File: config.mk
export PLATFORM = sky130hd
export DESIGN_NAME = ecfs_conduit_fanout
export DESIGN_NICKNAME = d
export VERILOG_FILES = /design/src/rtl/ecfs_conduit_fanout.sv
export SDC_FILE = /design/constraint.sdc
export NUM_CORES = 1
export LEC_CHECK = 0
export ABC_AREA = 1
export BUFFER_PORTS_ARGS = -buffer_cell sky130_fd_sc_hd__buf_2
export CORE_UTILIZATION = 30
export DETAILED_ROUTE_END_ITERATION = 10
export PLACE_DENSITY = 0.5
export SETUP_SLACK_MARGIN = 0.4
export SKIP_CTS_REPAIR_TIMING = 1
export SYNTH_ARGS = -nofsm -noshare
export SYNTH_HDL_FRONTEND = slang
export SYNTH_SLANG_ARGS = --single-unit
File: constraint.sdc
create_clock -name clk -period 2.3 [get_ports clk]
set_clock_uncertainty 0.15 [all_clocks]
set_input_delay 0.345 -clock clk [delete_from_list [all_inputs] [get_ports clk]]
set_output_delay 0.345 -clock clk [all_outputs]
set_load 0.1 [all_outputs]
File: src/rtl/ecfs_conduit_fanout.sv
// ecfs_conduit_fanout
// Registered fan-out of one drive-control conduit (PWM trip, sync, enable...)
// to OUTPUT_NUM consumer lanes. The source is glitch-filtered, pipelined, and
// broadcast; each lane has its own registered enable and falls to SAFE_VALUE
// when disabled. A change pulse and saturating change counter are provided for
// diagnostics.
//
// Ports:
//   clk             block clock
//   reset_n         asynchronous active-low reset
//   conduit_input   source signal (DATA_W)
//   out_enable      per-lane enable, bit i controls lane i (registered once)
//   count_clear     synchronous clear of change_count
//   conduit_output  lane i at bits [i*DATA_W +: DATA_W]
//   change_pulse    one-cycle pulse after the pipeline output changes
//   change_count    saturating 16-bit count of accepted changes
module ecfs_conduit_fanout #(
    parameter int          DATA_W      = 1,
    parameter int          OUTPUT_NUM  = 2,
    parameter int          FILTER_LEN  = 0,
    parameter int          PIPE_STAGES = 1,
    parameter logic [31:0] SAFE_VALUE  = 32'h0
) (
    input  logic                         clk,
    input  logic                         reset_n,
    input  logic [DATA_W-1:0]            conduit_input,
    input  logic [OUTPUT_NUM-1:0]        out_enable,
    input  logic                         count_clear,
    output logic [OUTPUT_NUM*DATA_W-1:0] conduit_output,
    output logic                         change_pulse,
    output logic [15:0]                  change_count
);

    localparam logic [DATA_W-1:0] SAFE = SAFE_VALUE[DATA_W-1:0];

    logic [DATA_W-1:0] accepted;
    logic [DATA_W-1:0] pipe_out;

    generate
        if (FILTER_LEN == 0) begin : g_bypass
            assign accepted = conduit_input;
        end else begin : g_filter
            localparam int CW = ($clog2(FILTER_LEN + 1) < 1) ? 1 : $clog2(FILTER_LEN + 1);
            localparam logic [CW-1:0] TERM = CW'(FILTER_LEN);

            logic [DATA_W-1:0] cand_q, cand_d;
            logic [DATA_W-1:0] acc_q, acc_d;
            logic [CW-1:0]     cnt_q, cnt_d, cnt_inc;

            // The count covers consecutive edges seeing the same non-accepted
            // value; a new value restarts at 1 because this edge already counts.
            always_comb begin
                cand_d  = conduit_input;
                acc_d   = acc_q;
                cnt_d   = '0;
                cnt_inc = (conduit_input == cand_q) ? cnt_q + CW'(1) : CW'(1);
                if (conduit_input != acc_q) begin
                    if (cnt_inc >= TERM) begin
                        acc_d = conduit_input;
                    end else begin
                        cnt_d = cnt_inc;
                    end
                end
            end

            always_ff @(posedge clk or negedge reset_n) begin
                if (!reset_n) begin
                    cand_q <= SAFE;
                    acc_q  <= SAFE;
                    cnt_q  <= '0;
                end else begin
                    cand_q <= cand_d;
                    acc_q  <= acc_d;
                    cnt_q  <= cnt_d;
                end
            end

            assign accepted = acc_q;
        end
    endgenerate

    generate
        if (PIPE_STAGES == 0) begin : g_nopipe
            assign pipe_out = accepted;
        end else begin : g_pipe
            logic [DATA_W-1:0] stage_q [PIPE_STAGES];

            always_ff @(posedge clk or negedge reset_n) begin
                if (!reset_n) begin
                    for (int i = 0; i < PIPE_STAGES; i++) begin
                        stage_q[i] <= SAFE;
                    end
                end else begin
                    stage_q[0] <= accepted;
                    for (int i = 1; i < PIPE_STAGES; i++) begin
                        stage_q[i] <= stage_q[i-1];
                    end
                end
            end

            assign pipe_out = stage_q[PIPE_STAGES-1];
        end
    endgenerate

    logic [OUTPUT_NUM-1:0] en_q;
    logic [DATA_W-1:0]     prev_q;
    logic                  pulse_q;
    logic [15:0]           count_q, count_d;
    logic                  change_ev;

    assign change_ev = (pipe_out != prev_q);

    // A clear coincident with a change keeps that change counted.
    always_comb begin
        count_d = count_q;
        if (count_clear) begin
            count_d = change_ev ? 16'd1 : 16'd0;
        end else if (change_ev && (count_q != 16'hFFFF)) begin
            count_d = count_q + 16'd1;
        end
    end

    always_ff @(posedge clk or negedge reset_n) begin
        if (!reset_n) begin
            en_q    <= '0;
            prev_q  <= SAFE;
            pulse_q <= 1'b0;
            count_q <= 16'd0;
        end else begin
            en_q    <= out_enable;
            prev_q  <= pipe_out;
            pulse_q <= change_ev;
            count_q <= count_d;
        end
    end

    generate
        for (genvar i = 0; i < OUTPUT_NUM; i++) begin : g_lane
            assign conduit_output[i*DATA_W +: DATA_W] = en_q[i] ? pipe_out : SAFE;
        end
    endgenerate

    assign change_pulse = pulse_q;
    assign change_count = count_q;

endmodule

==> flow_summary.ini, run 1 <==
[worst_setup_path]
crit_type = reg2reg
cp-end-kind = flip-flop
reg2reg_setup_slack_ns = 0.52
crit_path_cell_trace = ha_4 > nand2_2 > nor2_4 > nand2_4 > nor2_8 > o21ai_4 > inv_6 > nand2_1 > nand2_1
cp_num_buf_inv = 1
required_ns = 2.31
crit_slowest_cell = dfrtp_4
critPathMaxFanout = 15
crit_path_frequent_cell = nand2_1
critPathTopFamily = flip-flops
critPathLaunchType = flip-flop
cpPeakStageDelay_ns = 0.53
r2r_cells = 9
arrival_ns = 1.79
r2r-end = change_count[4]
r2r-start = change_count[0]

[final_layout]
antenna_cells = 0
seq_area_sq_um = 553
finalNonFillerCells = 235
area_growth_pct = 20.8
final_util_pct = 37.9
fin_nets = 193
final_area_sq_um = 1530
drive_above_1_share_pct = 41.1
multi_input_area_sq_um = 677
nFillCells = 431

[timing]
fin_setup_tns_ns = 0
finalSetupViolCount = 0
period_minus_slack_ns = 1.78
rsz0062_at_grt = yes
max_freq_ghz = 0.561
relSlewSlack_pct = 67.5
maxSlewViolCount = 0
fin_crit_sh_pct = 77.5
hold_viol = 0
worst_pin_slew_ns = 0.491

[placement]
dp.cells = 230
hpwlAfterDp_microns = 2200
placed_area_sq_um = 1460
place.gp.congestion = 0.782
numPortBuffers = 24

[drt]
avgViaCountPerCell = 4.73
dr.pass1.iters = 4
drt_wl_total_microns = 2940
vias = 1111
drc = 0
routedWlPerCell_microns = 12.5
antenna_left = 0
drt_iter0_drc = 34

[synthesis]
synth.most_common_cell = nand2_1
async_flop_share_pct = 100
synth_top_cell_by_area = dfrtp_1
synth_top_cell_area_share_pct = 41.6
ys_ff_latch = 21
yosysUniqueCellTypes = 25
yosysSeqAreaShare_pct = 41.6
synthFlopType = dfrtp_1
synth_fp_nets = 165
syn_inst = 158
synth_edf_count = 0
ys_warn_count = 0
synth_area_leaders = dfrtp_1 42%, nand2_1 12%, nand2_2 9.9%, nand3_1 5.1%, nor2_1 4.8%
syn_avg_cell_area_sq_um = 8.00
syn_area_sq_um = 1260
synth_common_cells = 39 x nand2_1, 21 x dfrtp_1, 20 x nand2_2

[floorplan]
num_rows = 23
start_util_pct = 31.4
ios = 25
die-area_sq_um = 4480
fp.dieW_microns = 66.9
die_h_microns = 66.9
fp.coreArea_sq_um = 4030

[clock_tree]
htreeDepth = 1
clk_pin_slew_ns = 0.08
cts_sinks = 21
cts_tree = done
cts_buffer_depth = 2
cts_buffers = 3
clk_latency_ns = 0.26
cts_root_buf = clkbuf_8

[grt]
grt_antenna_before_repair = 0
grt_pass1_wl_microns = 4990
grt_start_max_net_pins = 22
grtUsageTotal_pct = 15.1
grt-ovfl-total = 0
first_global_vias = 1064

[status]
status = completed

[power]
finalPower_uw = 839
pwr-share-clk_pct = 30.2
seq_power_share_pct = 48.5
p_int_uw = 543
power.leakage_uw = 0.000739
irDropWorstVdd_v = 0.000189
p_sw_uw = 296
switching_share_pct = 35.3
p_comb_share_pct = 21.2
p_per_area_nw_per_um2 = 549

[min_path]
hold_path.class = in2reg
min_from = out_enable[0]
hold_path_end = en_q[0]
min_path_cells = 1

[run]
cap_violations = 0
[cell families after synthesis]
logic type / synth area share (%)
AOI/OAI and AO/OA: 6.24
xor gates and xnor gates: 3.37
adders and majority gates: 0.990
buffers and inverters: 6.24
DFF: 41.6
and+or+nand+nor: 41.6
[layout by cell type, fill, tap and decap left out, drive strengths merged]
cell type / count
inv: 13
ha: 1
o21ai: 3
nand2: 60
dfrtp: 21
buf: 24
a21oi: 6
xor2: 4
o21bai: 2
clkbuf: 3
nand3: 13
nor2: 21
or2: 1
o211ai: 1
dlygate4sd3: 1
clkinv: 2
nand4: 9
[sequential cells by signal (all words and copies together), names as in the netlist]
| register | cells |
|---|---|
| change_count | 16 |
| en_q | 2 |
| change_pulse | 1 |
| g_pipe.stage_q | 1 |
| prev_q | 1 |
[through the flow]
stage / hold slack (ns) / setup slack (ns)
5_1_grt: 0.0210 / 0.395
2_1_floorplan: -0.101 / 0.401
3_5_place_dp: 0.194 / 0.506
4_1_cts: -0.0982 / 0.484
6_report: 0.0294 / 0.518
3_3_place_gp: 0.181 / 0.539
[worst reg2reg max path, cell delays in order (launching register included)]
cell     delay [ns]
dfrtp_4        0.53
ha_4           0.19
nand2_2        0.08
nor2_4         0.05
nand2_4        0.11
nor2_8         0.06
o21ai_4        0.24
inv_6          0.14
nand2_1        0.08
nand2_1        0.05
[final cells by class]
| cell class | instances | share of cell area, % |
|---|---|---|
| multi-input combinational | 121 | 44.3 |
| sequential | 21 | 36.2 |
| timing repair buffer | 25 | 8.52 |
| tap | 50 | 4.10 |
| inverter | 14 | 3.77 |
| clock buffer | 3 | 2.70 |
| clock inverter | 1 | 0.328 |
[power by group through the flow]
stage / Sequential [uW] / Combinational (uW) / Clock [uW]
final: 407 / 178 / 254
after global routing: 409 / 190 / 280
after CTS: 407 / 178 / 264
after detailed placement: 414 / 177 / 0
after global placement: 412 / 174 / 0
after floorplan: 484 / 67.4 / 0
[worst max-delay path by stage]
stage	startpoint	to	slack, ns	depth (start not counted)
global placement	change_count[0]	change_count[11]	0.54	8
CTS	change_count[0]	change_count[9]	0.48	8
global route	change_count[0]	change_count[15]	0.39	9
finish	change_count[0]	change_count[4]	0.52	9
floorplan	change_count[0]	change_count[13]	0.40	10
detailed placement	change_count[0]	change_count[9]	0.51	8
[routing by layer]
| layer | track usage, % | up-vias | share of wire (%) |
|---|---|---|---|
| met5 | 0 | - | 0 |
| li1 | - | 563 | - |
| met3 | 2.57 | 2 | 4.1 |
| met1 | 19.6 | 523 | 47 |
| met4 | 4.26 | 0 | 0.54 |
| met2 | 25.4 | 23 | 48 |
Note: power is estimated with default switching activity, not from simulation.
==> run 2: changes to the inputs <==
==> constraint.sdc (replaced) <==
create_clock -name clk -period 1.7 [get_ports clk]
set_clock_uncertainty 0.15 [all_clocks]
set_input_delay 0.255 -clock clk [delete_from_list [all_inputs] [get_ports clk]]
set_output_delay 0.255 -clock clk [all_outputs]
set_load 0.1 [all_outputs]
==> run 2 against run 1 <==
  * Via count increased by 9.3%
  * Hold slack improved by 0.17 ns
  * Sequential power increased by 34%
  * Sequential share of layout area decreased by 10 points
  * Routed wire length increased by 19%
  * Utilization increased by 15 points
  * Critical path type unchanged
  * Largest power group unchanged
==> flow_summary.ini, run 2 (synthesized netlist as in run 1, its figures left out) <==
[placement]
numPortBuffers = 24
dp.cells = 245
place.gp.congestion = 0.794
placed_area_sq_um = 1620
hpwlAfterDp_microns = 2480

[worst_setup_path]
crit_path_cell_trace = ha_4 > nand2_4 > nor2_4 > nand2_4 > nor2_8 > o21ai_4 > inv_6 > nand2_1 > nand2_1
arrival_ns = 1.66
required_ns = 1.71
critPathTopFamily = flip-flops
crit_slowest_cell = dfrtp_4
cp_num_buf_inv = 1
cp-end-kind = flip-flop
crit_type = reg2reg
critPathMaxFanout = 15
critPathLaunchType = flip-flop
cpPeakStageDelay_ns = 0.50

[drt]
avgViaCountPerCell = 4.55
drt_iter0_drc = 71
dr.pass1.iters = 4
drt_wl_total_microns = 3490
routedWlPerCell_microns = 13.1
vias = 1214
drc = 0
antenna_left = 0

[grt]
first_global_vias = 1169
grt-ovfl-total = 0
grt_antenna_before_repair = 0
grt_start_max_net_pins = 22
grt_pass1_wl_microns = 5400
grtUsageTotal_pct = 16.4

[final_layout]
final_common_cell = nand2_1
final_cell_mix = 35 x nand2_1, 21 x nand2_2, 17 x buf_4, 16 x buf_12, 14 x nor2_1
nFillCells = 381
drive_above_1_share_pct = 51.6
fin_nets = 225
final_area_sq_um = 2120
antenna_cells = 0
largest_reg_flops = 16
area_growth_pct = 67.7
finalNonFillerCells = 267

[clock_tree]
cts_buffers = 3
cts_buffer_depth = 2
htreeDepth = 1
cts_root_buf = clkbuf_8
clk_pin_slew_ns = 0.08
cts_sinks = 21
clk_latency_ns = 0.26
cts_tree = done

[run]
cap_violations = 0

[power]
p_per_area_nw_per_um2 = 582
irDropWorstVdd_v = 0.000356
finalPower_uw = 1230
power.leakage_uw = 0.000972

[floorplan]
fp.coreArea_sq_um = 4030
start_util_pct = 31.4
num_rows = 23
die-area_sq_um = 4480
fp.dieW_microns = 66.9
ios = 25
die_h_microns = 66.9

[status]
status = completed

[timing]
rsz0062_at_grt = yes
relSlewSlack_pct = 66.9
max_freq_ghz = 0.606
maxSlewViolCount = 0
fin_setup_tns_ns = 0
period_minus_slack_ns = 1.65
fin_crit_sh_pct = 97.1
hold_viol = 0
finalSetupViolCount = 0
worst_pin_slew_ns = 0.496

[min_path]
hold_path.class = in2reg
[run 2: path summary, 6_finish.rpt]
path	depth (start not counted)	startpoint	endpoint	slack [ns]
min in group asynchronous	2	reset_n	change_count[5]	0.33
worst min-delay path	4	count_clear	change_count[8]	0.20
max in group asynchronous	2	reset_n	change_count[8]	0.69
worst min register to register	1	prev_q	change_pulse	0.37
worst max register to register	9	change_count[1]	change_count[3]	0.05
worst max-delay path	9	change_count[1]	change_count[3]	0.05
[run 2: layer usage]
layer  up-vias  share of wire (%)  GRT usage [%]
met5         -                  0              0
met4         0                1.1           6.65
met3         4                3.6           2.91
met2        32                 52           28.5
met1       557                 44           19.7
li1        621                  -              -
[run 2: metrics by stage]
step,hold WS (ns),util (%),worst slack [ns]
2_1_floorplan,-0.191,-,-0.196
6_report,0.203,52.6,0.0492
3_5_place_dp,0.104,40.2,0.0392
4_1_cts,-0.177,41.3,0.0248
5_1_grt,0.226,52.6,-0.0252
3_3_place_gp,0.103,40.2,0.0647
[run 2: final cells by class]
cell class / instances / area, sq um / share of cell area, %
multi-input cells: 121 / 702 / 33.1
repair buffers: 57 / 689 / 32.5
flip-flops and latches: 21 / 556 / 26.2
inverters: 14 / 65.1 / 3.07
well taps: 50 / 62.6 / 2.95
clock buffers: 4 / 45.0 / 2.13
[run 2: worst min-delay path, stage by stage]
cell	delay (ns)
buf_2	0.15
nor2_1	0.07
nand2_1	0.06
nand2_2	0.05
[run 2: power breakdown]
| group | internal [uW] | total [uW] | switching (uW) |
|---|---|---|---|
| Sequential | 523 | 544 | 20.9 |
| Combinational | 126 | 345 | 220 |
| Clock | 167 | 345 | 178 |
| Total | 816 | 1230 | 418 |
==> run 3: changes to the inputs <==
--- a/config.mk
+++ b/config.mk
@@ -9,7 +9,7 @@
 export BUFFER_PORTS_ARGS = -buffer_cell sky130_fd_sc_hd__buf_2
 export CORE_UTILIZATION = 30
 export DETAILED_ROUTE_END_ITERATION = 10
-export PLACE_DENSITY = 0.5
+export PLACE_DENSITY = 0.51
 export SETUP_SLACK_MARGIN = 0.4
 export SKIP_CTS_REPAIR_TIMING = 1
 export SYNTH_ARGS = -nofsm -noshare
==> constraint.sdc (replaced) <==
create_clock -name clk -period 1.45 [get_ports clk]
set_clock_uncertainty 0.15 [all_clocks]
set_input_delay 0.2175 -clock clk [delete_from_list [all_inputs] [get_ports clk]]
set_output_delay 0.2175 -clock clk [all_outputs]
set_load 0.1 [all_outputs]
==> run 3 against run 2 <==
  * The flow now finishes with violations (negative hold slack, negative setup slack)
  * Total power grew 21%
  * Clock power rose by 17%
  * Sequential power up 17%
  * Largest power group unchanged
==> flow_summary.ini, run 3 (synthesized netlist as in run 1, its figures left out) <==
[drt]
antenna_left = 0
routedWlPerCell_microns = 12.7
vias = 1317
avgViaCountPerCell = 4.62
dr.pass1.iters = 4
drt_wl_total_microns = 3610
drc = 0
drt_iter0_drc = 90

[floorplan]
fp.dieW_microns = 66.9
die_h_microns = 66.9
start_util_pct = 31.4
die-area_sq_um = 4480
fp.coreArea_sq_um = 4030
ios = 25
num_rows = 23

[placement]
numPortBuffers = 24
place.gp.congestion = 0.848
hpwlAfterDp_microns = 2630
placed_area_sq_um = 2060

[run]
cap_violations = 0

[clock_tree]
cts_buffer_depth = 2
clk_pin_slew_ns = 0.08
cts_sinks = 21
htreeDepth = 1
cts_buffers = 3
cts_root_buf = clkbuf_8
cts_tree = done
clk_latency_ns = 0.26

[timing]
whs_ns = -0.233
maxSlewViolCount = 0
fin_crit_sh_pct = 112
relSlewSlack_pct = 65.7
max_freq_ghz = 0.614
period_minus_slack_ns = 1.63
hold_viol = 21
worst_pin_slew_ns = 0.514
rsz0062_at_grt = yes
finalSetupViolCount = 20
setup_ws_ns = -0.178

[worst_setup_path]
cpPeakStageDelay_ns = 0.50
critPathLaunchType = flip-flop
cp-end-kind = flip-flop
required_ns = 1.50
cp_num_buf_inv = 1
arrival_ns = 1.68
critPathMaxFanout = 3
crit_slowest_cell = dfrtp_4
crit_path_cell_trace = ha_4 > nand2_2 > nor2_4 > nand2_4 > nor2_8 > o21ai_4 > buf_4 > nand3_1 > nand2_1
crit_type = reg2reg
critPathTopFamily = flip-flops

[final_layout]
antenna_cells = 0
largest_reg_flops = 16
area_growth_pct = 83.1
fin_nets = 243
final_cell_mix = 36 x nand2_1, 31 x buf_4, 21 x nand2_2, 19 x buf_12, 17 x buf_6
multi_input_area_sq_um = 704
final_common_cell = nand2_1
nFillCells = 368
drive_above_1_share_pct = 56.6
seq_area_sq_um = 577
final_area_sq_um = 2310

[power]
seq_power_share_pct = 42.7
pwr-share-clk_pct = 27.1
p_int_uw = 993
p_comb_share_pct = 30.2
switching_share_pct = 33.6
power.leakage_uw = 0.00105
p_sw_uw = 503
finalPower_uw = 1500
p_per_area_nw_per_um2 = 647
irDropWorstVdd_v = 0.000401

[grt]
grt-ovfl-total = 0
grt_pass1_wl_microns = 5690
grt_antenna_before_repair = 0
grt_start_max_net_pins = 22
first_global_vias = 1253
grtUsageTotal_pct = 17.1

[status]
violations = negative hold slack, negative setup slack
status = complete, but fails checks

[min_path]
hold_path.class = in2async
==> run 3: worst paths after layout <==
check	slack, ns	end	startpoint	depth (start not counted)
hold / removal	-0.23	change_count[5]	reset_n	1
hold reg to reg	0.43	prev_q	g_pipe.stage_q	1
min in group clk	0.16	change_count[3]	count_clear	4
setup reg to reg	-0.18	change_count[4]	change_count[1]	9
max in group asynchronous	0.99	change_count[0]	reset_n	1
setup / recovery	-0.18	change_count[4]	change_count[1]	9
==> run 3: metal layers <==
metal  track usage [%]  routed length [microns]
met1              21.4                     1570
met4              7.98                       55
met2              28.3                     1860
met5                 0                        0
met3              3.08                      125
==> run 3: area by class of cell <==
class / instances / area share [%]
Tap cell: 50 / 2.70
Sequential cell: 21 / 24.9
Multi-Input combinational cell: 121 / 30.4
Inverter: 14 / 2.81
Clock buffer: 4 / 1.95
Timing Repair Buffer: 75 / 37.2
==> run 3: power by group through the flow <==
stage	clock, uW	combinational, uW	sequential [uW]
after floorplan	0	110	771
after global placement	0	410	648
after detailed placement	0	417	650
after CTS	405	418	638
after global routing	426	473	642
final	405	452	639
==> run 3: through the flow <==
step           hold slack, ns  instances  utilization [%]  setup WS, ns  TNS (ns)
6_report               -0.233        285             57.4        -0.178     -2.80
5_1_grt                -0.201        285             57.4        -0.255     -4.22
4_1_cts                -0.215        271             52.3        -0.321     -4.07
3_5_place_dp           0.0680        267             51.2        -0.299     -3.42
3_3_place_gp           0.0632        267             51.2        -0.248     -2.94
2_1_floorplan          -0.228        158                -        -0.435     -6.09
==> run 3: worst register-to-register path, delay by kind of cell, from the launching register on <==
kind / cells / cell delay, ns
AOI/OAI and AO/OA: 1 / 0.19
adders and majority gates: 1 / 0.17
buffers and inverters: 1 / 0.17
DFF: 1 / 0.50
and+or+nand+nor: 6 / 0.40
